## src/rtl/williams_pkg.sv

```systemverilog
// Shared types for the Williams bus arbiter slice.
// WILLIAMS_ARB_RMW_EN adds the read-modify-write memory states.
package williams_pkg;

  typedef enum logic [1:0] {H_RUN, H_REQ, H_HALTED, H_REL} halt_state_e;

`ifdef WILLIAMS_ARB_RMW_EN
  typedef enum logic [2:0] {M_IDLE, M_ACCESS, M_BLT_HOLD, M_RMW_RD, M_RMW_WR} mem_state_e;
`else
  typedef enum logic [1:0] {M_IDLE, M_ACCESS, M_BLT_HOLD} mem_state_e;
`endif

  typedef enum logic [1:0] {REQ_VID, REQ_BLT, REQ_CPU} req_id_e;

  localparam logic [1:0] NIB_ALL = 2'b11;

  function automatic logic is_partial(input logic [1:0] nib);
    return (nib == 2'b01) || (nib == 2'b10);
  endfunction

endpackage

```

## src/rtl/williams_arb_rmw.sv

```systemverilog
// Nibble merge register for blitter partial writes on memories without nibble enables.
// Only present when WILLIAMS_ARB_RMW_EN is defined.
`ifdef WILLIAMS_ARB_RMW_EN
module williams_arb_rmw
  import williams_pkg::*;
(
  input  logic       clk,
  input  logic       rst,
  input  logic       clear_i,
  input  logic       capture_i,
  input  logic [7:0] rd_data_i,
  input  logic [7:0] wdata_i,
  input  logic [1:0] nib_en_i,
  output logic       wr_ready_o,
  output logic [7:0] merged_o
);

  logic [7:0] merged_q, merged_d;
  logic       ready_q, ready_d;

  always_comb begin
    merged_d = merged_q;
    ready_d  = ready_q;
    if (clear_i) begin
      ready_d = 1'b0;
    end else if (capture_i) begin
      // Enabled nibbles come from the blitter, the rest from the read-back byte.
      merged_d = {nib_en_i[1] ? wdata_i[7:4] : rd_data_i[7:4],
                  nib_en_i[0] ? wdata_i[3:0] : rd_data_i[3:0]};
      ready_d  = 1'b1;
    end
  end

  always_ff @(posedge clk) begin
    if (rst) begin
      merged_q <= '0;
      ready_q  <= 1'b0;
    end else begin
      merged_q <= merged_d;
      ready_q  <= ready_d;
    end
  end

  assign wr_ready_o = ready_q;
  assign merged_o   = merged_q;

endmodule
`endif

```

## src/rtl/williams_bus_arbiter.sv

```systemverilog
// Shares the video/work RAM port among video, blitter and 6809 CPU, and owns the CPU HALT handshake.
// Define WILLIAMS_ARB_RMW_EN for memories without nibble enables (partial writes become read-merge-write).
module williams_bus_arbiter
  import williams_pkg::*;
#(
  parameter int ADDR_W       = 16,
  parameter int STARVE_LIMIT = 4
) (
  input  logic              clk,
  input  logic              rst,
  input  logic              e_en,
  output logic              cpu_halt_n,
  input  logic              cpu_ba,
  input  logic              cpu_bs,
  input  logic              cpu_req,
  input  logic              cpu_we,
  input  logic [ADDR_W-1:0] cpu_addr,
  input  logic [7:0]        cpu_wdata,
  output logic [7:0]        cpu_rdata,
  output logic              cpu_ack,
  input  logic              blt_halt,
  output logic              blt_halt_ack,
  input  logic              blt_rd,
  input  logic              blt_wr,
  input  logic [ADDR_W-1:0] blt_addr,
  input  logic [7:0]        blt_wdata,
  input  logic [1:0]        blt_nibble_en,
  output logic [7:0]        blt_rdata,
  output logic              blt_ack,
  input  logic              vid_req,
  input  logic [ADDR_W-1:0] vid_addr,
  output logic [7:0]        vid_rdata,
  output logic              vid_ack,
  output logic              mem_req,
  output logic              mem_we,
  output logic [ADDR_W-1:0] mem_addr,
  output logic [7:0]        mem_wdata,
  output logic [1:0]        mem_nib_we,
  input  logic [7:0]        mem_rdata,
  input  logic              mem_ack
);

  localparam logic [3:0] STARVE_LIM = 4'(STARVE_LIMIT);

  halt_state_e       halt_q, halt_d;
  mem_state_e        mem_q, mem_d;
  req_id_e           owner_q, owner_d;
  logic [ADDR_W-1:0] addr_q, addr_d;
  logic [7:0]        wdata_q, wdata_d;
  logic              we_q, we_d;
  logic [1:0]        nib_q, nib_d;
  logic              req_q, req_d;
  logic [3:0]        starve_q, starve_d;
  logic              blt_arm_q, blt_arm_d;
  logic              ign_ack_q;
  logic [7:0]        cpu_rdata_q, cpu_rdata_d, vid_rdata_q, vid_rdata_d, blt_rdata_q, blt_rdata_d;
  logic              cpu_ack_q, cpu_ack_d, vid_ack_q, vid_ack_d;

  logic ack_v, blt_busy, blt_wr_eff, blt_pend, grant_vid, grant_blt, grant_cpu;

`ifdef WILLIAMS_ARB_RMW_EN
  logic       rmw_ready;
  logic [7:0] rmw_merged;

  williams_arb_rmw u_rmw (
    .clk        (clk),
    .rst        (rst),
    .clear_i    (mem_q == M_IDLE),
    .capture_i  ((mem_q == M_RMW_RD) && ack_v),
    .rd_data_i  (mem_rdata),
    .wdata_i    (wdata_q),
    .nib_en_i   (nib_q),
    .wr_ready_o (rmw_ready),
    .merged_o   (rmw_merged)
  );
`endif

  // A mem_ack straggling in from before reset must not complete anything.
  assign ack_v      = mem_ack && req_q && !ign_ack_q;
  assign blt_busy   = (mem_q != M_IDLE) && (owner_q == REQ_BLT);
  assign blt_wr_eff = blt_wr && !blt_rd;
  assign blt_pend   = (blt_rd || blt_wr) && blt_arm_q && (halt_q == H_HALTED);
  assign grant_vid  = vid_req && !(blt_pend && (starve_q >= STARVE_LIM));
  assign grant_blt  = !grant_vid && blt_pend;
  assign grant_cpu  = !vid_req && !blt_pend && cpu_req && (halt_q == H_RUN);

  // ---------------- Halt FSM ----------------
  always_ff @(posedge clk) begin
    // NOTE: state registers use non-blocking assignments so every flop samples pre-edge values.
    if (rst) halt_q <= H_RUN;
    else     halt_q <= halt_d;
  end

  always_comb begin
    // NOTE: every combinational output gets a default first, so no path can infer a latch.
    halt_d = halt_q;
    case (halt_q)
      H_RUN:    if (blt_halt) halt_d = H_REQ;
      H_REQ:    if (e_en && cpu_ba && cpu_bs) halt_d = H_HALTED;
      H_HALTED: if (!blt_halt && !blt_busy) halt_d = H_REL;
      H_REL:    if (!cpu_ba) halt_d = H_RUN;
      default:  halt_d = H_RUN;
    endcase
  end

  // ---------------- Memory FSM ----------------
  always_ff @(posedge clk) begin
    if (rst) begin
      mem_q       <= M_IDLE;
      owner_q     <= REQ_VID;
      addr_q      <= '0;
      wdata_q     <= '0;
      we_q        <= 1'b0;
      nib_q       <= 2'b00;
      req_q       <= 1'b0;
      starve_q    <= '0;
      blt_arm_q   <= 1'b1;
      ign_ack_q   <= 1'b1;
      cpu_rdata_q <= '0;
      vid_rdata_q <= '0;
      blt_rdata_q <= '0;
      cpu_ack_q   <= 1'b0;
      vid_ack_q   <= 1'b0;
    end else begin
      mem_q       <= mem_d;
      owner_q     <= owner_d;
      addr_q      <= addr_d;
      wdata_q     <= wdata_d;
      we_q        <= we_d;
      nib_q       <= nib_d;
      req_q       <= req_d;
      starve_q    <= starve_d;
      blt_arm_q   <= blt_arm_d;
      ign_ack_q   <= 1'b0;
      cpu_rdata_q <= cpu_rdata_d;
      vid_rdata_q <= vid_rdata_d;
      blt_rdata_q <= blt_rdata_d;
      cpu_ack_q   <= cpu_ack_d;
      vid_ack_q   <= vid_ack_d;
    end
  end

  always_comb begin
    mem_d       = mem_q;
    owner_d     = owner_q;
    addr_d      = addr_q;
    wdata_d     = wdata_q;
    we_d        = we_q;
    nib_d       = nib_q;
    req_d       = req_q;
    starve_d    = starve_q;
    blt_arm_d   = blt_arm_q;
    cpu_rdata_d = cpu_rdata_q;
    vid_rdata_d = vid_rdata_q;
    blt_rdata_d = blt_rdata_q;
    cpu_ack_d   = 1'b0;
    vid_ack_d   = 1'b0;
    case (mem_q)
      M_IDLE: begin
        // A blitter beat re-arms only after blt_ack has been low for a cycle.
        blt_arm_d = 1'b1;
        if (grant_vid) begin
          owner_d = REQ_VID;
          addr_d  = vid_addr;
          we_d    = 1'b0;
          req_d   = 1'b1;
          mem_d   = M_ACCESS;
          if (blt_pend && starve_q != 4'hF) starve_d = starve_q + 4'd1;
        end else if (grant_blt) begin
          owner_d   = REQ_BLT;
          addr_d    = blt_addr;
          wdata_d   = blt_wdata;
          we_d      = blt_wr_eff;
          nib_d     = blt_nibble_en;
          starve_d  = '0;
          blt_arm_d = 1'b0;
          if (blt_wr_eff && blt_nibble_en == 2'b00) begin
            mem_d = M_BLT_HOLD;
`ifdef WILLIAMS_ARB_RMW_EN
          end else if (blt_wr_eff && is_partial(blt_nibble_en)) begin
            mem_d = M_RMW_RD;
            req_d = 1'b1;
`endif
          end else begin
            mem_d = M_ACCESS;
            req_d = 1'b1;
          end
        end else if (grant_cpu) begin
          owner_d = REQ_CPU;
          addr_d  = cpu_addr;
          wdata_d = cpu_wdata;
          we_d    = cpu_we;
          nib_d   = NIB_ALL;
          req_d   = 1'b1;
          mem_d   = M_ACCESS;
        end
      end
      M_ACCESS: begin
        if (ack_v) begin
          req_d = 1'b0;
          mem_d = M_IDLE;
          case (owner_q)
            REQ_VID: begin
              vid_ack_d   = 1'b1;
              vid_rdata_d = mem_rdata;
            end
            REQ_CPU: begin
              cpu_ack_d = 1'b1;
              if (!we_q) cpu_rdata_d = mem_rdata;
            end
            default: begin
              if (!we_q) blt_rdata_d = mem_rdata;
              mem_d = M_BLT_HOLD;
            end
          endcase
        end
      end
      M_BLT_HOLD: if (e_en) mem_d = M_IDLE;
`ifdef WILLIAMS_ARB_RMW_EN
      M_RMW_RD: begin
        if (ack_v) begin
          req_d = 1'b0;
          mem_d = M_RMW_WR;
        end
      end
      M_RMW_WR: begin
        if (!req_q && rmw_ready) begin
          req_d = 1'b1;
        end else if (ack_v) begin
          req_d = 1'b0;
          mem_d = M_BLT_HOLD;
        end
      end
`endif
      default: mem_d = M_IDLE;
    endcase
  end

  // ---------------- Outputs ----------------
  always_comb begin
    cpu_halt_n   = !((halt_q == H_REQ) || (halt_q == H_HALTED));
    blt_halt_ack = (halt_q == H_HALTED);
    blt_ack      = (mem_q == M_BLT_HOLD);
    mem_req      = req_q;
    mem_addr     = addr_q;
`ifdef WILLIAMS_ARB_RMW_EN
    mem_we       = req_q && (((mem_q == M_ACCESS) && we_q) || (mem_q == M_RMW_WR));
    mem_wdata    = (mem_q == M_RMW_WR) ? rmw_merged : wdata_q;
    mem_nib_we   = NIB_ALL;
`else
    mem_we       = req_q && we_q;
    mem_wdata    = wdata_q;
    mem_nib_we   = (req_q && we_q) ? nib_q : 2'b00;
`endif
  end

  assign cpu_rdata = cpu_rdata_q;
  assign cpu_ack   = cpu_ack_q;
  assign vid_rdata = vid_rdata_q;
  assign vid_ack   = vid_ack_q;
  assign blt_rdata = blt_rdata_q;

endmodule
```

## config.mk

```make
export PLATFORM = sky130hd
export DESIGN_NAME = williams_bus_arbiter
export DESIGN_NICKNAME = d
export VERILOG_FILES = /design/src/rtl/williams_pkg.sv /design/src/rtl/williams_arb_rmw.sv /design/src/rtl/williams_bus_arbiter.sv
export SDC_FILE = /design/constraint.sdc
export NUM_CORES = 1
export LEC_CHECK = 0
export CAP_MARGIN = 25
export CELL_PAD_IN_SITES_DETAIL_PLACEMENT = 1
export CELL_PAD_IN_SITES_GLOBAL_PLACEMENT = 1
export CORE_UTILIZATION = 29
export DETAILED_ROUTE_END_ITERATION = 8
export PLACE_DENSITY = 0.79
export SYNTH_ARGS = -nofsm -noshare
export SYNTH_HDL_FRONTEND = slang
export SYNTH_SLANG_ARGS = --single-unit
```

## constraint.sdc

```tcl
create_clock -name clk -period 2.1 [get_ports clk]
set_input_delay 0.21 -clock clk [delete_from_list [all_inputs] [get_ports clk]]
set_output_delay 0.21 -clock clk [all_outputs]
set_load 0.02 [all_outputs]
```

==> results of run 1 <==
==> worst max-delay path: cells and delay by family, from the launching register on <==
family,cells,cell delay (ps)
buffers and inverters,3,750
DFF,1,390
adders and majority gates,1,300
==> placed cells by master (no fill, tap or decap), types with 2 or more instances in the layout <==
cell type	instances
a211oi_2	7
clkdlybuf4s50_1	141
o21bai_1	2
nand2b_1	3
o22ai_1	8
a32oi_1	2
clkinv_4	3
inv_1	6
o221ai_1	3
and3_1	2
a211oi_1	11
dfxtp_1	66
and2_1	9
nor2_1	42
bufinv_16	2
o21ai_0	15
nor3_1	4
a21oi_1	21
or4_1	2
buf_4	15
mux2i_1	26
nand2_1	46
nor3b_1	2
clkbuf_8	9
ha_1	4
o31ai_1	7
nand3_1	9
==> flip-flops by register name, indices dropped and copies added, names as in the netlist <==
signal     flops
blt_rdata      8
mem_wdata      8
owner_q        2
halt_q         2
cpu_rdata      8
vid_ack        1
starve_q       4
mem_req        1
ign_ack_q      1
vid_rdata      8
mem_q          2
cpu_ack        1
nib_q          2
blt_arm_q      1
mem_addr      16
we_q           1
==> kinds of logic (layout without fill, tap and decap cells) <==
group                      after synthesis  count (layout)  synth area share
AOI/OAI and AO/OA                       89              89             0.210
adders and majority gates                5               5            0.0205
buffers and inverters                   28             180            0.0430
DFF                                     66              66             0.432
muxes                                   26              26            0.0852
and+or+nand+nor                        131             131             0.208
==> power by group <==
group	total (mW)	internal (mW)	switching (mW)
Sequential	1.52	1.41	0.113
Clock	1.18	0.673	0.511
Combinational	1.52	0.717	0.801
==> final timing paths <==
kind / depth (start not counted) / from / to
min: 2 / rst / we_q$_SDFFE_PP0P_
min reg2reg: 2 / vid_rdata[7]$_SDFFE_PP0P_ / vid_rdata[7]$_SDFFE_PP0P_
max: 4 / halt_q[1]$_SDFFE_PP0P_ / cpu_halt_n
max reg2reg: 8 / halt_q[0]$_SDFFE_PP0P_ / mem_addr[4]$_SDFFE_PP0P_
==> final cells by class <==
| class | count | area [um2] | share of cell area |
|---|---|---|---|
| clock inverters | 6 | 91.3 | 0.0187 |
| well taps | 136 | 170 | 0.0348 |
| flip-flops and latches | 66 | 1320 | 0.270 |
| multi-input cells | 251 | 1610 | 0.328 |
| inverters | 6 | 22.5 | 0.00461 |
| clock buffers | 10 | 128 | 0.0261 |
| repair buffers | 158 | 1550 | 0.317 |
==> metrics by stage <==
stage               cell area [um2]  instances
floorplan                      3060        345
global placement               4670        617
detailed placement             4670        617
CTS                            4880        633
global route                   4890        633
finish                         4890        633
==> metal layers <==
layer  vias up  part of all wire  track usage
met5         -                 0            0
met2       113              0.48        0.316
met1      1470              0.44        0.224
met3         9             0.070       0.0618
li1       1516                 -            -
met4         0            0.0082       0.0453
==> repair_timing <==
action | in CTS | in global routing
hold endpoints to repair | 0 | 0
setup endpoints to repair | 0 | 1
resized for setup | 0 | 1
==> impl_metrics.csv, run 1 <==
group,metric,value,unit
yosys,syn-instance-count,345,
routing,routed_wirelength,10.2,mm
timing,finalHoldViolCount,0,
floorplanning,die_area,11000,um2
timing,worst_slew_margin_rel,0.676,
yosys,syn-num-nets,436,
timing,totalNegativeSetupSlack,0,ps
routing,routed_via_density,4.91,
grt,overflow,0,
timing,hold_ws,343,ps
yosys,yosysWarnings,0,
status,run_status,"complete, no violations",
cts,cts_made_buffers,9,
routing,antenna_left,0,
layout,flow.area_growth_from_synthesis,60.0,%
layout,n_fill_cell,1205,
grt,antenna_found_initial,0,
yosys,area_share_of_the_largest_cell_type_after_synthesis,0.432,
layout,nNetsFinal,583,
cts,post_cts_buffers,0,
placed_design,hpwl,7.52,mm
timing,final.setup_skew,5.45,ps
grt,grt_start_max_net_pins,26,
floorplanning,die_x,105,um
floorplanning,die_height,105,um
power_and_ir_drop,report.power.total,4.23,mW
yosys,yosysMostFrequentCell,"dfxtp_1",
floorplanning,num_rows,37,
yosys,yosys-top-cells-area,"dfxtp_1, mux2i_1, nand2_1",
routing,post_dr_wirelength_cell,16.1,um
cts,tritoncts,"yes",
setup_path,timing.critical_path.cells,"inv_1 > ha_1 > inv_1 > clkdlybuf4s50_1",
timing,fin_crit_sh,0.942,
placed_design,numPortBuffers,142,
run,max_cap_check_violation_count,0,
placed_design,globalplace.congestion,0.827,
setup_path,crit_required,1890,ps
setup_path,crit_path_frequent_cell,"inv_1",
yosys,average_footprint_of_a_synthesized_cell,8.86,um2
cts,cts_hold_repair.buffers,0,
yosys,synth_seq_area_share,0.432,
setup_path,timing.critical_path.arrival,1770,ps
setup_path,startpoint_type,"flop",
cts,cts_num_sinks,66,
yosys,number_of_enable_flip_flop_cells_after_synthesis,0,
layout,fin_util,0.476,
floorplanning,floorplan.io_pins,143,
routing,residual_drc_count,0,
routing,vias,3108,
routing,dr.pass1.iters,4,
cts,ctsHtreeMaxLevel,3,
yosys,ffs_latches_synth,66,
power_and_ir_drop,ir_worst_vdd,370,uV
timing,fin_crit,1980,ps
placed_design,detailedPlace.worstSlack,135,ps
yosys,synth.lib_cells_used.distinct,50,
setup_path,worst_setup_path_end_kind,"output port",
routing,detailedRoute.firstIterationViolations,104,
timing,maxSlewViolCount,0,
timing,setup_slack,123,ps
floorplanning,initial_core_util,0.297,
yosys,netlist_top_cells_count,"dfxtp_1, nand2_1, nor2_1",
grt,grt_pass1_wl,16.2,mm
timing,f_max,0.506,GHz
yosys,synth.cell_area,3060,um2
yosys,ys.flop_type,"dfxtp_1",
floorplanning,fp.coreArea,10300,um2
setup_path,worst-r2r-setup-slack,230,ps
grt,grt_pass1_vias,3213,
cts,clk_path_buf_depth,2,
cts,insertion_delay,340,ps
yosys,async_reset_ff_frac,0,
timing,timing_worst_slew_pin_value,486,ps
grt,grt_overall_usage,0.185,
cts,root_buffer_selected_by_cts,"clkbuf_8",
setup_path,worst_path_max_delay_cell,"clkdlybuf4s50_1",
layout,diodes,0,
cts,clk_pin_slew,80,ps
timing,setup-violations-final,0,
worst_hold_path,min_path_type,"in2reg",
power_and_ir_drop,power.leakage,1.88,nW
setup_path,crit_fanout,4,
setup_path,timing_worst_setup_path_type,"reg2out",
yosys,synth_top_cell_by_area,"dfxtp_1",
setup_path,critPathMaxStageDelay,600,ps
layout,layout-drive-gt1-share,0.107,
power_and_ir_drop,power_per_cell_area,865,nW/um2
timing,unrepaired_setup_endpoints_after_global_routing,"false",
No activity file was read; power rests on OpenSTA's default activity.
==> inputs of run 2 (changes only) <==
--- a/config.mk
+++ b/config.mk
@@ -5,12 +5,13 @@
 export SDC_FILE = /design/constraint.sdc
 export NUM_CORES = 1
 export LEC_CHECK = 0
+export ABC_AREA = 1
 export CAP_MARGIN = 25
 export CELL_PAD_IN_SITES_DETAIL_PLACEMENT = 1
 export CELL_PAD_IN_SITES_GLOBAL_PLACEMENT = 1
-export CORE_UTILIZATION = 29
+export CORE_UTILIZATION = 28
 export DETAILED_ROUTE_END_ITERATION = 8
-export PLACE_DENSITY = 0.79
+export PLACE_DENSITY = 0.8
 export SYNTH_ARGS = -nofsm -noshare
 export SYNTH_HDL_FRONTEND = slang
 export SYNTH_SLANG_ARGS = --single-unit
==> run 2 against run 1 <==
  * Combinational power shrank 3%
  * Clock-buffer cell count stayed put
  * Register-to-register slack got worse by 60 ps
  * First-iteration DRC count up 13%
  * Critical path type unchanged
  * Highest routed layer unchanged
==> impl_metrics.csv, run 2 <==
group,metric,value,unit
timing,unrepaired_setup_endpoints_after_global_routing,"false",
grt,antenna_found_initial,0,
timing,fin_crit,2000,ps
status,run_status,"complete, no violations",
placed_design,hpwl,8.83,mm
setup_path,worst_setup_path_end_kind,"output port",
layout,layout-drive-gt1-share,0.0777,
layout,flow.area_growth_from_synthesis,59.4,%
yosys,async_reset_ff_frac,0,
setup_path,cp_top_family,"buffers and inverters",
placed_design,numPortBuffers,142,
floorplanning,initial_core_util,0.288,
yosys,synth.lib_cells_used.distinct,25,
routing,dr.pass1.iters,4,
grt,grt_pass1_wl,17.9,mm
floorplanning,fp.coreArea,10900,um2
timing,maxSlewViolCount,0,
timing,totalNegativeSetupSlack,0,ps
setup_path,worst-r2r-setup-slack,170,ps
run,max_cap_check_violation_count,0,
routing,residual_drc_count,0,
placed_design,globalplace.congestion,0.826,
timing,final.setup_skew,9.98,ps
routing,detailedRoute.firstIterationViolations,118,
timing,timing_worst_slew_pin_value,441,ps
yosys,synth.cell_area,3140,um2
routing,routed_via_density,4.65,
setup_path,crit_path_frequent_cell,"inv_1",
cts,clk_pin_slew,80,ps
yosys,ys.flop_type,"dfxtp_1",
yosys,yosysWarnings,0,
cts,clk_path_buf_depth,2,
layout,finish.cell_count_without_fillers,758,
yosys,synth_top_cell_by_area,"dfxtp_1",
yosys,yosys-top-cells-area,"dfxtp_1, nand2_1, a21oi_1",
floorplanning,die_x,108,um
layout,largest_register_ffs,16,
grt,grt_overall_usage,0.200,
timing,fin_crit_sh,0.955,
floorplanning,die_height,108,um
cts,ctsHtreeMaxLevel,3,
floorplanning,floorplan.io_pins,143,
setup_path,startpoint_type,"flop",
yosys,syn-instance-count,464,
timing,worst_slew_margin_rel,0.706,
setup_path,timing.critical_path.cells,"inv_1 > ha_1 > inv_1 > clkdlybuf4s50_1",
floorplanning,die_area,11600,um2
setup_path,crit_fanout,4,
layout,most-common-layout-cells,"clkdlybuf4s50_1, nand2_1, dfxtp_1, nor2_1, inv_1",
yosys,netlist_top_cells_count,"nand2_1, dfxtp_1, nor2_1",
placed_design,dp_cells,742,
grt,grt_start_max_net_pins,31,
grt,grt_pass1_vias,3777,
yosys,syn-num-nets,555,
power_and_ir_drop,power.leakage,2.16,nW
timing,setup-violations-final,0,
setup_path,crit_buf_inv,3,
yosys,yosysMostFrequentCell,"nand2_1",
grt,overflow,0,
yosys,ffs_latches_synth,66,
cts,cts_made_buffers,9,
routing,antenna_left,0,
routing,post_dr_wirelength_cell,14.7,um
layout,fin_util,0.459,
cts,tritoncts,"yes",
timing,f_max,0.499,GHz
routing,routed_wirelength,11.1,mm
yosys,synth_seq_area_share,0.421,
cts,cts_num_sinks,66,
setup_path,timing_worst_setup_path_type,"reg2out",
worst_hold_path,min_path_type,"reg2reg",
power_and_ir_drop,power_per_cell_area,874,nW/um2
timing,finalHoldViolCount,0,
setup_path,timing.critical_path.arrival,1790,ps
setup_path,crit_required,1890,ps
yosys,number_of_enable_flip_flop_cells_after_synthesis,0,
layout,nNetsFinal,704,
yosys,area_share_of_the_largest_cell_type_after_synthesis,0.421,
routing,vias,3528,
floorplanning,num_rows,38,
power_and_ir_drop,ir_worst_vdd,387,uV
setup_path,worst_path_max_delay_cell,"clkdlybuf4s50_1",
cts,insertion_delay,350,ps
yosys,average_footprint_of_a_synthesized_cell,6.76,um2
layout,diodes,0,
layout,mostFrequentLayoutCell,"clkdlybuf4s50_1",
cts,root_buffer_selected_by_cts,"clkbuf_8",
setup_path,critPathMaxStageDelay,600,ps
## run 2: per-layer routing
metal  vias up  part of all wire  global-route usage  wire (um)
met1      1662              0.42               0.224       4730
met2        98              0.51               0.370       5720
met5         -                 0                   0          0
li1       1753                 -                   -          -
met4         0             0.015              0.0714        170
met3        15             0.046              0.0418        507
## run 2: metrics by stage
stage | total power, mW | hold WS, ps | setup slack, ps | area, um2
6_report | 4.37 | 446 | 95.2 | 5000
5_1_grt | 4.63 | 477 | 3.13 | 5000
4_1_cts | 4.42 | 449 | 79.8 | 5000
3_5_place_dp | 3.05 | 437 | 111 | 4750
3_3_place_gp | 2.99 | 432 | 204 | 4750
2_1_floorplan | 2.34 | 238 | 353 | 3140
## run 2: where the power goes
part / internal, mW / switching (mW) / total, mW
Combinational: 0.656 / 0.828 / 1.48
Sequential: 1.42 / 0.117 / 1.54
Clock: 0.826 / 0.523 / 1.35
Total: 2.90 / 1.47 / 4.37
## run 2: area by class of cell
| type | instances | area [um2] |
|---|---|---|
| multi-input combinational | 319 | 1490 |
| inverter | 61 | 229 |
| sequential | 66 | 1320 |
| timing repair buffer | 156 | 1540 |
| clock inverter | 6 | 113 |
| tap | 140 | 175 |
| fill | 1388 | 5890 |
| clock buffer | 10 | 138 |
## run 2: cells by family (layout without fill, tap and decap cells)
family          after synthesis  after routing  synth area share
buf+inv                      79            233             0.106
fa+ha+maj                     5              5            0.0199
simple gates                207            207             0.272
compound gates              107            107             0.182
flops                        66             66             0.421
## run 2: worst reg2reg max path, cell delays in order (launching register included)
cell	delay (ps)
dfxtp_1	380
inv_1	80
ha_1	240
nand2_2	110
inv_1	60
nand2_2	170
nand3_1	120
nand2_2	140
inv_2	110
nand2_2	180
nor2_1	70
nor2_1	90
nor2_1	50
## run 2: worst paths after layout
path,from,endpoint,cells after the start
max,halt_q[0]$_SDFFE_PP0P_,cpu_halt_n,4
max reg2reg,halt_q[0]$_SDFFE_PP0P_,we_q$_SDFFE_PP0P_,12
min,vid_rdata[4]$_SDFFE_PP0P_,vid_rdata[4]$_SDFFE_PP0P_,2
min reg2reg,vid_rdata[4]$_SDFFE_PP0P_,vid_rdata[4]$_SDFFE_PP0P_,2
## run 2: what timing repair did
action	4_1_cts	5_1_grt
endpoints found under the setup margin	0	12
gates resized for setup	0	1
hold buffers	0	0
buffers inserted	0	0
